**src/rtl/toggle_activity_monitor.sv**
```systemverilog
// Toggle and high-cycle counter per observed signal over a programmable window;
// results are read back one signal at a time over a valid/ready port.
module toggle_activity_monitor #(
  parameter  int WIDTH = 4,
  parameter  int CNT_W = 16,
  parameter  int WIN_W = 16,
  localparam int IDX_W = (WIDTH > 1) ? $clog2(WIDTH) : 1
) (
  input  logic             clk,
  input  logic             rst,
  input  logic [WIDTH-1:0] sig_i,
  input  logic             start,
  input  logic [WIN_W-1:0] window_len,
  output logic             busy,
  output logic             done,
  output logic             rd_valid,
  input  logic             rd_ready,
  output logic [IDX_W-1:0] rd_idx,
  output logic [CNT_W-1:0] rd_toggles,
  output logic [CNT_W-1:0] rd_high,
  output logic [1:0]       dbg_state
);

  // Handshake: a result word transfers on a rising edge where rd_valid && rd_ready;
  // while rd_valid is high and rd_ready low, rd_idx/rd_toggles/rd_high hold steady.

  typedef enum logic [1:0] {
    S_IDLE  = 2'd0,
    S_COUNT = 2'd1,
    S_DRAIN = 2'd2
  } state_t;

  localparam logic [CNT_W-1:0] CNT_MAX  = {CNT_W{1'b1}};
  localparam logic [IDX_W-1:0] LAST_IDX = IDX_W'(WIDTH - 1);

  state_t                       state_q, state_d;
  logic [WIDTH-1:0]             prev_q, prev_d;
  logic [WIDTH-1:0][CNT_W-1:0]  tog_q, tog_d;
  logic [WIDTH-1:0][CNT_W-1:0]  high_q, high_d;
  logic [WIN_W-1:0]             rem_q, rem_d;
  logic [IDX_W-1:0]             idx_q, idx_d;
  logic                         done_q, done_d;

  always_ff @(posedge clk or posedge rst) begin
    if (rst) begin
      state_q <= S_IDLE;
      prev_q  <= '0;
      tog_q   <= '0;
      high_q  <= '0;
      rem_q   <= '0;
      idx_q   <= '0;
      done_q  <= 1'b0;
    end else begin
      state_q <= state_d;
      prev_q  <= prev_d;
      tog_q   <= tog_d;
      high_q  <= high_d;
      rem_q   <= rem_d;
      idx_q   <= idx_d;
      done_q  <= done_d;
    end
  end

  always_comb begin
    state_d = state_q;
    case (state_q)
      S_IDLE:  if (start) state_d = (window_len == '0) ? S_DRAIN : S_COUNT;
      S_COUNT: if (rem_q == WIN_W'(1)) state_d = S_DRAIN;
      S_DRAIN: if (rd_ready && idx_q == LAST_IDX) state_d = S_IDLE;
      default: state_d = S_IDLE;
    endcase
  end

  always_comb begin
    prev_d = prev_q;
    tog_d  = tog_q;
    high_d = high_q;
    rem_d  = rem_q;
    idx_d  = idx_q;
    done_d = 1'b0;
    case (state_q)
      S_IDLE: begin
        if (start) begin
          prev_d = sig_i;
          tog_d  = '0;
          high_d = '0;
          rem_d  = window_len;
        end
      end
      S_COUNT: begin
        prev_d = sig_i;
        rem_d  = rem_q - WIN_W'(1);
        for (int i = 0; i < WIDTH; i++) begin
          // Saturate rather than wrap so an overflowed count still reads as "at least max".
          if (sig_i[i] != prev_q[i] && tog_q[i] != CNT_MAX)
            tog_d[i] = tog_q[i] + CNT_W'(1);
          if (sig_i[i] && high_q[i] != CNT_MAX)
            high_d[i] = high_q[i] + CNT_W'(1);
        end
      end
      S_DRAIN: begin
        if (rd_ready) begin
          if (idx_q == LAST_IDX) begin
            idx_d  = '0;
            done_d = 1'b1;
          end else begin
            idx_d = idx_q + IDX_W'(1);
          end
        end
      end
      default: ;
    endcase
  end

  always_comb begin
    busy       = (state_q != S_IDLE);
    rd_valid   = (state_q == S_DRAIN);
    done       = done_q;
    rd_idx     = idx_q;
    rd_toggles = tog_q[idx_q];
    rd_high    = high_q[idx_q];
    dbg_state  = state_q;
  end

endmodule

```
**config.mk**
```make
export PLATFORM = sky130hd
export DESIGN_NAME = toggle_activity_monitor
export DESIGN_NICKNAME = d
export VERILOG_FILES = /design/src/rtl/toggle_activity_monitor.sv
export SDC_FILE = /design/constraint.sdc
export NUM_CORES = 1
export LEC_CHECK = 0
export ABC_AREA = 1
export CAP_MARGIN = 25
export CORE_UTILIZATION = 62
export CTS_BUF_LIST = sky130_fd_sc_hd__clkbuf_4 sky130_fd_sc_hd__clkbuf_8
export DETAILED_ROUTE_END_ITERATION = 16
export GPL_ROUTABILITY_DRIVEN = 0
export PLACE_DENSITY = 0.87
export SYNTH_ARGS = -nofsm -noshare
export SYNTH_HDL_FRONTEND = slang
export SYNTH_SLANG_ARGS = --single-unit
```
**constraint.sdc**
```tcl
create_clock -name clk -period 16.5 [get_ports clk]
set_input_delay 4.95 -clock clk [delete_from_list [all_inputs] [get_ports clk]]
set_output_delay 4.95 -clock clk [all_outputs]
set_load 0.01 [all_outputs]
```
# ---- Yosys cells after proc, flatten, opt, wreduce, memory -nomap -nowiden
# Cells that the tools add are included.
dict set report word_totals {
  reg_bits 153
  latchBits 0
  mem_bits_rw 0
  rom_bits 0
  in_bits 24
  output_inout_bits 39
  word_cells 103
  n_memories 0
}
dict set report classes {
  n_addsub 10
  mul 0
  div_mod_pow 0
  order_cmp 1
  eq_ne 27
  shifts 0
  n_mux 28
  bitwise_logic 0
  reduce_logical 24
}
# op n
set ops {}
lappend ops {{$pmux 64 s2} 2}
lappend ops {{$mux 16} 11}
lappend ops {{$add 16x1->16 const B} 8}
lappend ops {{$ne 16x16->1 const B} 8}
lappend ops {{$bmux 16 s2} 2}
lappend ops {{$mux 64} 1}
lappend ops {{$pmux 16 s2} 1}
lappend ops {{$reduce_and 3->1} 9}
lappend ops {{$ne 2x2->1 const B} 10}
lappend ops {{$eq 16x1->1 const B} 1}
lappend ops {{$logic_not 16->1} 1}
lappend ops {{$sub 16x1->16 const B} 1}
lappend ops {{$mux 2} 5}
lappend ops {{$logic_and 1x1->1} 9}
lappend ops {{$pmux 4 s2} 1}
lappend ops {{$pmux 2 s3} 1}
lappend ops {{$eq 2x2->1 const B} 2}
lappend ops {{$mux 4} 1}
lappend ops {{$ne 1x1->1} 4}
lappend ops {{$reduce_and 2->1} 2}
lappend ops {{$reduce_bool 2->1} 2}
lappend ops {{$lt 2x3->1 const B} 1}
lappend ops {{$mux 1} 3}
lappend ops {{$add 2x1->2 const B} 1}
lappend ops {{3 further kinds} 3}

# ---- Longest topological paths before layout
# Gate-level depths: netlist (run 1).
dict set report logic_depth {
  ltp_word 4
  ltp_mapped 10
  depth_no_buf 10
}

# ---- Least setup slack after synthesis (run 1)
# OpenSTA, ideal clock, no wires.
dict set report synth_path {
  path_type {flip-flop to output port}
  from {register idx_q[0] (netlist: rd_idx[0])}
  to {output rd_high[0]}
  arrival_ns 1.521
  t_required_ns 11.550
  slack_ns 10.029
  path_stages_with_launch 7
  path_buffers 3
  cell_sequence {dfrtp_1 -> clkbuf_1 -> inv_1 -> clkbuf_1 -> clkbuf_1 -> a21oi_1 -> a21oi_1}
}
dict set report synth_between {
  elab_chain_len 2
}
# item line_no
set synth_lines {}
lappend synth_lines {{start, declared} 41} ;# logic [IDX_W-1:0] idx_q, idx_d;
lappend synth_lines {{start signal, assigned} 59} ;# idx_q <= idx_d;
lappend synth_lines {{$bmux 16 s2} 121} ;# rd_high = high_q[idx_q];
lappend synth_lines {{$mux 16 (implied by the code)} 121}
lappend synth_lines {{end, declared} 20} ;# output logic [CNT_W-1:0] rd_high,
# No other way between the ends. The select of a mux whose other input is x is not followed.

# ---- Worst setup path after layout (run 1)
dict set report layout_path {
  from {register idx_q[1] (netlist: rd_idx[1])}
  to {output rd_toggles[1]}
}
dict set report layout_between {
  elab_chain_len 2
}
# item line_no
set layout_lines {}
lappend layout_lines {{$bmux 16 s2} 120} ;# rd_toggles = tog_q[idx_q];
lappend layout_lines {{$mux 16 (implied by the code)} 120}
lappend layout_lines {{end, declared} 19} ;# output logic [CNT_W-1:0] rd_toggles,
# No other way between the ends. The select of a mux whose other input is x is not followed.

==> results of run 1 <==
==> metrics by stage <==
| stage | worst slack, ps | hold slack [ps] | utilization | cell area [sq um] |
|---|---|---|---|---|
| after global placement | 9200 | 482 | 0.675 | 11800 |
| after detailed placement | 9130 | 489 | 0.677 | 11800 |
| after floorplan | 7430 | 463 | - | 11200 |
| final | 8770 | 510 | 0.701 | 12300 |
| after global routing | 8670 | 552 | 0.701 | 12300 |
| after CTS | 8850 | 515 | 0.701 | 12300 |
==> logic make-up (layout without fill, tap and decap cells) <==
kind of cell,Yosys count,in the layout
and+or+nand+nor,1122,1122
AOI/OAI and AO/OA,198,198
buffers and inverters,185,214
DFF,153,153
xor gates and xnor gates,54,54
adders and majority gates,11,11
==> worst reg2reg max path: cells and delay by family (launching register included) <==
| family | cells | cell delay [ps] |
|---|---|---|
| buf+inv | 2 | 1350 |
| simple gates | 5 | 740 |
| flops | 1 | 450 |
| compound gates | 1 | 250 |
==> power by group through the flow <==
stage | clock, uW | combinational (uW) | sequential, uW
detailed placement | 0 | 749 | 503
global route | 331 | 838 | 507
floorplan | 0 | 531 | 480
global placement | 0 | 729 | 500
CTS | 317 | 753 | 497
finish | 313 | 765 | 500
==> state kept, by name, summed over array words and instances, names as in the netlist <==
name and count:
done 1, high_q 64, rd_idx 2, rem_q 16
prev_q 4, dbg_state 2, tog_q 64
==> layout by cell type (no fill, tap or decap), types with 6 or more instances in the layout <==
cell	count
nand2_4	7
clkdlybuf4s50_1	62
ha_1	11
nor2_4	7
nand2_1	564
xor2_1	37
o21ai_1	6
o21bai_1	12
clkbuf_8	18
buf_4	6
xnor2_1	17
nor2_1	296
nand3_2	7
dfrtp_1	153
nor3_1	8
o211ai_1	8
inv_1	109
a21oi_1	60
o22ai_1	13
nand4_1	47
o21ai_0	84
nand3_1	161
o21ai_2	6
==> worst max path at each step <==
stage	end	cells after the start	start	slack (ps)
after global routing	rd_toggles[1]	5	rd_idx[1]	8670
after floorplan	dbg_state[0]	1	rst	7430
final	rd_toggles[1]	5	rd_idx[1]	8770
after CTS	rd_toggles[1]	5	rd_idx[1]	8850
after global placement	rd_toggles[3]	4	rd_idx[0]	9200
after detailed placement	high_q[15]	6	start	9130
==> metal layers <==
layer,wire length [um],vias to the layer above,track usage,share of wire
met5,0,-,0,0
met3,2790,72,0.0519,0.091
met2,14100,594,0.537,0.46
li1,-,5601,-,-
met1,12900,5369,0.469,0.42
met4,782,0,0.132,0.026
==> final cells by class <==
class                   instances  area share
repair buffers                 69      0.0560
flip-flops and latches        153       0.312
inverters                     113      0.0350
well taps                     225      0.0230
clock inverters                12      0.0135
multi-input cells            1385       0.539
clock buffers                  20      0.0214
==> key figures, run 1 <==
Finish
  – Share of layout cells above drive strength 1: 0.0531
  – P&R area growth vs syn: 9.03%
  – Reg area: 3830 sq um
  – Footprint of the multi-input gates: 6600 sq um
  – FILL cells: 1461
  – Layout net count: 1774
  – Final non-filler cell total: 1977
  – Antenna cells: 0

Worst setup path
  – R2r setup slk: 13620 ps
  – Slowest-stage cell, CP: dfrtp_1
  – CP Buf/Inv Count: 3
  – RR Startpoint: dbg_state[0]
  – Worst-path fanout max: 52
  – Worst-path cell chain: inv_1 > buf_4 > o21ai_0 > o22ai_1 > clkdlybuf4s50_1
  – Path depth of the worst reg2reg path: 8
  – Max incr delay on CP: 640 ps
  – Worst path arrival time: 2780 ps
  – CP Capture Type: output port
  – Critical path required time: 11550 ps
  – Critical path class: flop to output port
  – FF-to-FF End: high_q[60]
  – Delay-heaviest family, CP: buffers and inverters
  – Worst setup SP type: flop

Route
  – Final wirelength: 30.6 mm
  – Vias per inst: 5.89
  – DRT antenna net count: 0
  – Detailed-route DRC error count: 0
  – Initial DRC Count: 1325
  – Total number of vias: 11.6k
  – WL per Instance: 15.5 um
  – DR pass1 iterations: 6

Clock network
  – Number of CTS-inserted buffers: 17
  – Htree depth: 4
  – Post_cts resized: 0
  – Setup bufs post-CTS: 0
  – Max Root-Sink Buffers: 2
  – TritonCTS clock tree: built
  – CTS Sinks: 153
  – Clock root buffer master: clkbuf_8
  – Worst-path clk slew: 80 ps
  – Clock insertion delay at the later pin of the skew report: 470 ps
  – Hold_buf cts: 0

Timing
  – Fmax achieved: 129 MHz
  – Setup TNS Final: 0 ps
  – Fin. Hold Viols: 0
  – Tcrit/Tclk final: 0.469
  – Max-slew violation count: 0
  – Final Skew: 12.3 ps
  – Final setup fails: 0
  – Tmin final: 7730 ps
  – RSZ-0062 raised after global routing: false
  – Headroom to the max-slew limit: 0.378
  – Worst Max-Slew Pin Slew: 934 ps

Synthesis
  – Top-count cell post-synth: nand2_1
  – Commonest cells in the netlist: nand2_1 (566), nor2_1 (296), nand3_1 (161), dfrtp_1 (153), inv_1 (111)
  – Yosys Warn Count: 0
  – Adder and majority gate portion of the synthesized area: 0.0122
  – Top post-synthesis cells by area: dfrtp_1 (34%), nand2_1 (19%), nor2_1 (9.9%)
  – Register area share after synthesis: 0.341
  – Main combinational cell family by area after synthesis: simple AND/OR/NAND/NOR gates
  – Simple-Gate Fraction of Synth Area: 0.430
  – Compound-gate portion of the synthesized area: 0.101
  – Synth cell types: 41
  – Post-synth EDFFs: 0
  – Syn avg cell area: 6.52 sq um
  – Primary FF master, synth: dfrtp_1
  – Synthesized area: 11200 sq um
  – Synth Area in XOR/XNOR: 0.0421
  – Share of flip-flops with an asynchronous set or reset: 1.00
  – Yosys reg bits: 153
  – Net Count, Synth: 1758
  – Syn Inst Count: 1723
  – Post-synth top area cell: dfrtp_1
  – Mux contribution to synthesized area: 0
  – Yosys top cell area share: 0.341

Power
  – Clock Power Share: 0.198
  – Sw Pwr: 747 uW
  – Power, Total: 1580 uW
  – Logic pwr share: 0.485
  – Worst vdd ir: 0.151 mV
  – P_int: 831 uW
  – Leakage: 0.00538 uW
  – Flop pwr share: 0.317
  – Switching part of the total: 0.473
  – PD cells: 129 nW/um^2

Global route
  – Grt ovf: 0
  – All-Layer GR Usage: 0.340
  – First-pass GRT wire length: 50.2 mm
  – Initial antenna violation count: 0
  – Vias in the first global route: 10.2k
  – Largest net degree at the start of global routing: 89

Floorplanning
  – Total core area: 17500 sq um
  – Rows: 48
  – Die width: 137 um
  – Chip Height: 137 um
  – Die area: 18700 sq um
  – Initial Util: 0.643
  – I/O pins: 63

Placed design
  – PortBufs: 62
  – Dpl cells: 1945
  – Dpl hpwl: 20.7 mm

Run status
  – Run status: finished, final reports clean

Min path
  – WHS Endpoint: prev_q[0]
  – Worst Hold Depth: 2
  – Hold crit path type: flop to flop
  – Hold Startpoint: prev_q[0]

Flow run
  – MaxCap Viol Count: 0
Power figures use the tool's default switching activity.
==> run 2, diff against run 1 <==
clock period = 7.7 ns   (was 16.5 ns; I/O delays follow)
==> run 2 against run 1 <==
Utilization grew 0.064 points; final cell count is essentially flat; non-clock buffer count is the same; sequential cell count is the same; via count shrank 0.32%; critical path depth grew 2.
==> key figures, run 2 (synthesis gave the netlist of run 1 again) <==
Min path
  – Hold crit path type: flop to flop (unchanged)
  – WHS Endpoint: prev_q[0] (unchanged)
  – Worst Hold Depth: 2 (unchanged)
  – Hold Startpoint: prev_q[0] (unchanged)

Global route
  – First-pass GRT wire length: 49.5 mm (was 50.2 mm)
  – Initial antenna violation count: 0 (unchanged)
  – Largest net degree at the start of global routing: 95 (was 89)
  – All-Layer GR Usage: 0.336 (was 0.340)
  – Grt ovf: 0 (unchanged)
  – Vias in the first global route: 10.2k (about the same)

Clock network
  – TritonCTS clock tree: built (unchanged)
  – Clock insertion delay at the later pin of the skew report: 470 ps (about the same)
  – CTS Sinks: 153 (unchanged)
  – Clock root buffer master: clkbuf_8 (unchanged)
  – Hold_buf cts: 0 (unchanged)
  – Max Root-Sink Buffers: 2 (unchanged)
  – Htree depth: 4 (unchanged)
  – Worst-path clk slew: 90 ps (was 80 ps)
  – Number of CTS-inserted buffers: 17 (unchanged)
  – Setup bufs post-CTS: 0 (unchanged)
  – Post_cts resized: 0 (unchanged)

Floorplanning
  – Die area: 18700 sq um (unchanged)
  – Die width: 137 um (unchanged)
  – Rows: 48 (unchanged)
  – Total core area: 17500 sq um (unchanged)
  – Initial Util: 0.643 (unchanged)
  – Chip Height: 137 um (unchanged)
  – I/O pins: 63 (unchanged)

Placed design
  – Dpl hpwl: 21.1 mm (was 20.7 mm)
  – PortBufs: 62 (unchanged)

Worst setup path
  – Worst-path fanout max: 48 (was 52)
  – Path depth of the worst reg2reg path: 9 (was 8)
  – Worst-path cell chain: buf_4 > inv_2 > buf_12 > o21ai_0 > a21oi_1 > a21oi_1 > clkdlybuf4s50_1 (was inv_1 > buf_4 > o21ai_0 > o22ai_1 > clkdlybuf4s50_1)
  – Worst path arrival time: 2980 ps (was 2780 ps)
  – Critical path required time: 5390 ps (was 11550 ps)
  – Critical path class: flop to output port (unchanged)
  – CP Capture Type: output port (unchanged)
  – CP most frequent cell: a21oi_1
  – Max incr delay on CP: 560 ps (was 640 ps)
  – Crit path from: rd_idx[0] (was rd_idx[1])
  – Worst setup SP type: flop (unchanged)
  – FF-to-FF End: tog_q[38] (was high_q[60])
  – Slowest-stage cell, CP: clkdlybuf4s50_1 (was dfrtp_1)
  – R2r setup slk: 4310 ps (was 13620 ps)
  – RR Startpoint: dbg_state[1] (was dbg_state[0])

Route
  – Metal3 WL: 2.78 mm (was 2.79 mm)
  – Initial DRC Count: 1198 (was 1325)
  – WL per Instance: 15.4 um (was 15.5 um)
  – DR pass1 iterations: 7 (was 6)
  – Detailed-route DRC error count: 0 (unchanged)
  – Total number of vias: 11.6k (about the same)
  – DRT antenna net count: 0 (unchanged)
  – Routed wl met2: 14.3 mm (was 14.1 mm)
  – Met1 wire length: 12.7 mm (was 12.9 mm)
  – Vias per inst: 5.87 (was 5.89)
  – Final wirelength: 30.5 mm (was 30.6 mm)
  – Top Layer Used: met4 (unchanged)

Finish
  – Share of layout cells above drive strength 1: 0.0525 (was 0.0531)
  – Commonest cells after routing, fill and taps aside: nand2_1 (564), nor2_1 (296), nand3_1 (161), dfrtp_1 (153), inv_1 (109) (unchanged)
  – Reg area: 3830 sq um (unchanged)
  – Largest registers: high_q x64, tog_q x64, rem_q x16 (unchanged)
  – P&R area growth vs syn: 9.13% (was 9.03%)
  – FILL cells: 1466 (was 1461)
  – Layout net count: 1774 (unchanged)
  – Antenna cells: 0 (unchanged)
  – Fin util: 0.702 (was 0.701)
  – Footprint of the multi-input gates: 6600 sq um (unchanged)
  – Commonest non-fill, non-tap cell in the layout: nand2_1 (unchanged)

Power
  – Leakage: 0.00539 uW (was 0.00538 uW)
  – Logic pwr share: 0.486 (was 0.485)
  – Clock Power Share: 0.197 (was 0.198)
  – Sw Pwr: 1580 uW (was 747 uW)
  – PD cells: 275 nW/um^2 (was 129 nW/um^2)
  – Switching part of the total: 0.469 (was 0.473)
  – Worst vdd ir: 0.446 mV (was 0.151 mV)
  – P_int: 1790 uW (was 831 uW)
  – Flop pwr share: 0.317 (about the same)

Flow run
  – MaxCap Viol Count: 0 (unchanged)

Timing
  – Worst Max-Slew Pin Slew: 885 ps (was 934 ps)
  – Fmax achieved: 189 MHz
  – Final setup fails: 0 (unchanged)
  – Setup TNS Final: 0 ps (unchanged)
  – Headroom to the max-slew limit: 0.410 (was 0.378)
  – Tmin final: 5290 ps
  – RSZ-0062 raised after global routing: false (unchanged)
  – Tcrit/Tclk final: 0.688
  – Fin. Hold Viols: 0 (unchanged)
  – Max-slew violation count: 0 (unchanged)
  – Final Skew: 11.2 ps (was 12.3 ps)

Run status
  – Run status: finished, final reports clean (unchanged)
run 2: critical path, delay by kind of cell (launching register included):
family	cells	cell delay, ps
flops	1	340
buf+inv	4	1690
compound gates	3	470
run 2: final cells by class:
type | count | area share
Clock inverter | 11 | 0.0117
Inverter | 113 | 0.0350
Clock buffer | 20 | 0.0224
Multi-Input combinational cell | 1385 | 0.538
Timing Repair Buffer | 69 | 0.0575
Sequential cell | 153 | 0.312
Tap cell | 225 | 0.0230
run 2: through the flow:
step	worst slack [ps]	cell area (sq um)	power, uW	cells	hold slack (ps)
floorplan	1270	11200	2170	1723	463
global placement	2760	11800	2620	1943	475
detailed placement	2930	11800	2680	1945	488
CTS	2480	12300	3350	1976	508
global route	2240	12300	3580	1976	525
finish	2410	12300	3380	1976	505
run 2: worst max path at each step:
stage	endpoint	slack, ps
2_1_floorplan	dbg_state[0]	1270
3_3_place_gp	rd_high[1]	2760
3_5_place_dp	tog_q[13]	2930
4_1_cts	rd_toggles[5]	2480
5_1_grt	rd_toggles[5]	2240
6_report	rd_toggles[14]	2410
run 2: power by group through the flow:
stage / logic, uW / registers (uW) / clock network [uW]
2_1_floorplan: 1140 / 1030 / 0
3_3_place_gp: 1550 / 1080 / 0
3_5_place_dp: 1600 / 1080 / 0
4_1_cts: 1610 / 1060 / 671
5_1_grt: 1790 / 1090 / 697
6_report: 1640 / 1070 / 665
run 2: routing by layer:
layer  vias to the layer above  global-route usage
li1                       5586                   -
met1                      5337               0.442
met2                       602               0.554
met3                        74              0.0696
met4                         0               0.106
met5                         -                   0
==> run 3, diff against run 2 <==
clock period = 5.17 ns   (was 7.7 ns; I/O delays follow)
==> run 3 against run 2 <==
First-iteration DRC count decreased by 11%; critical path depth decreased by 2; final area decreased by 0.10%; sequential share of layout area about the same; wire length increased by 0.44%; sequential power increased by 50%; die area unchanged; largest cell class unchanged; largest power group unchanged.
==> key figures, run 3 (synthesis gave the netlist of run 1 again) <==
Run status
  – Run status: finished, final reports clean (unchanged)

Floorplanning
  – I/O pins: 63 (unchanged)
  – Total core area: 17500 sq um (unchanged)
  – Die width: 137 um (unchanged)
  – Die area: 18700 sq um (unchanged)
  – Chip Height: 137 um (unchanged)
  – Rows: 48 (unchanged)
  – Initial Util: 0.643 (unchanged)

Placed design
  – PortBufs: 62 (unchanged)
  – Post-placement cell area: 11900 sq um (was 11800 sq um)
  – Dpl hpwl: 21.3 mm (was 21.1 mm)

Worst setup path
  – Slowest-stage cell, CP: inv_2 (was clkdlybuf4s50_1)
  – Critical path required time: 3620 ps (was 5390 ps)
  – Max incr delay on CP: 650 ps (was 560 ps)
  – Worst-path fanout max: 60 (was 48)
  – Worst path arrival time: 2750 ps (was 2980 ps)
  – Path depth of the worst reg2reg path: 9 (unchanged)
  – Critical path class: flop to output port (unchanged)
  – CP Capture Type: output port (unchanged)
  – Worst-path cell chain: inv_2 > buf_4 > nor2_1 > o22ai_1 > clkdlybuf4s50_1 (was buf_4 > inv_2 > buf_12 > o21ai_0 > a21oi_1 > a21oi_1 > clkdlybuf4s50_1)
  – Worst setup SP type: flop (unchanged)

Timing
  – Worst Max-Slew Pin Slew: 900 ps (was 885 ps)
  – Fin. Hold Viols: 0 (unchanged)
  – Tmin final: 4310 ps
  – Headroom to the max-slew limit: 0.399 (was 0.410)
  – Fmax achieved: 232 MHz
  – Final setup fails: 0 (unchanged)
  – Setup TNS Final: 0 ps (unchanged)
  – RSZ-0062 raised after global routing: false (unchanged)
  – Final Skew: 13.1 ps (was 11.2 ps)
  – Max-slew violation count: 0 (unchanged)
  – Tcrit/Tclk final: 0.833

Finish
  – Share of layout cells above drive strength 1: 0.0547 (was 0.0525)
  – Reg area: 3830 sq um (unchanged)
  – Largest registers: high_q x64, tog_q x64, rem_q x16 (unchanged)
  – Layout net count: 1778 (was 1774)
  – FILL cells: 1482 (was 1466)
  – Commonest non-fill, non-tap cell in the layout: nand2_1 (unchanged)
  – Commonest cells after routing, fill and taps aside: nand2_1 (564), nor2_1 (296), nand3_1 (161), dfrtp_1 (153), inv_1 (109) (unchanged)
  – Final Cell Area: 12300 sq um (about the same)
  – P&R area growth vs syn: 9.02% (was 9.13%)
  – Footprint of the multi-input gates: 6600 sq um (unchanged)

Route
  – Final wirelength: 30.6 mm (was 30.5 mm)
  – WL per Instance: 15.5 um (was 15.4 um)
  – DR pass1 iterations: 7 (unchanged)
  – Initial DRC Count: 1062 (was 1198)
  – Vias per inst: 5.91 (was 5.87)
  – Detailed-route DRC error count: 0 (unchanged)
  – Total number of vias: 11.7k (was 11.6k)
  – DRT antenna net count: 0 (unchanged)

Clock network
  – Number of CTS-inserted buffers: 17 (unchanged)
  – Max Root-Sink Buffers: 2 (unchanged)
  – Setup bufs post-CTS: 0 (unchanged)
  – Worst-path clk slew: 80 ps (was 90 ps)
  – Htree depth: 4 (unchanged)
  – Clock insertion delay at the later pin of the skew report: 470 ps (about the same)
  – Clock root buffer master: clkbuf_8 (unchanged)
  – Hold_buf cts: 0 (unchanged)
  – TritonCTS clock tree: built (unchanged)
  – Post_cts resized: 0 (unchanged)
  – CTS Sinks: 153 (unchanged)

Global route
  – Vias in the first global route: 10.6k (was 10.2k)
  – Grt ovf: 0 (unchanged)
  – Initial antenna violation count: 0 (unchanged)
  – All-Layer GR Usage: 0.346 (was 0.336)
  – First-pass GRT wire length: 51.3 mm (was 49.5 mm)
  – Largest net degree at the start of global routing: 106 (was 95)

Power
  – PD cells: 405 nW/um^2 (was 275 nW/um^2)
  – Worst vdd ir: 0.426 mV (was 0.446 mV)
  – Leakage: 0.00538 uW (was 0.00539 uW)

Flow run
  – MaxCap Viol Count: 0 (unchanged)

Min path
  – Worst Hold Depth: 2 (unchanged)
  – Hold crit path type: flop to flop (unchanged)
run 3: changes by cell type in the layout (fill, tap and decap cells not counted), sizes merged:
cell,previous run,this run
inv,113,112
clkinvlp,1,4
clkinv,7,5
clkbuf,20,21
buf,7,11
diode,0,1
bufinv,3,2
run 3: cell type report:
type,instances,area share
Antenna cell,1,0.000204
Clock buffer,21,0.0226
Clock inverter,10,0.00970
Inverter,113,0.0349
Multi-Input combinational cell,1385,0.539
Sequential cell,153,0.313
Tap cell,225,0.0230
Timing Repair Buffer,73,0.0584
run 3: critical path, delay by kind of cell (launching register included):
kind	cells	cell delay [ps]
compound gates	1	190
flops	1	390
simple gates	1	70
buf+inv	3	1610
run 3: final timing paths:
path / start / to / slack (ps)
max in group asynchronous: rst / tog_q[10] / 3090
max reg2reg: dbg_state[1] / tog_q[36] / 2150
min in group asynchronous: rst / rem_q[11] / 1610
min reg2reg: prev_q[0] / prev_q[0] / 510
max: rd_idx[0] / rd_toggles[2] / 860
min: prev_q[0] / prev_q[0] / 510
run 3: metal layers:
metal	global-route usage	up-vias	wire length (um)
met4	0.148	0	1080
li1	-	5608	-
met5	0	-	0
met1	0.459	5465	12600
met2	0.552	546	14200
met3	0.0633	90	2760
run 3: through the flow:
stage          cells  hold slack (ps)  total power, uW  worst slack [ps]   util
4_1_cts         1980              507             4930               898  0.701
6_report        1981              508             4960               864  0.701
3_5_place_dp    1949              488             3980              1420  0.678
2_1_floorplan   1723              463             3230              1690      -
5_1_grt         1980              541             5270               721  0.701
3_3_place_gp    1949              475             3930              1460  0.678
run 3: power by group:
group | internal [uW] | leakage, uW | total, uW | switching [uW]
Combinational | 790 | 0.00311 | 2410 | 1620
Sequential | 1360 | 0.00207 | 1600 | 241
Clock | 465 | 0.000196 | 951 | 487
Total | 2620 | 0.00538 | 4960 | 2340
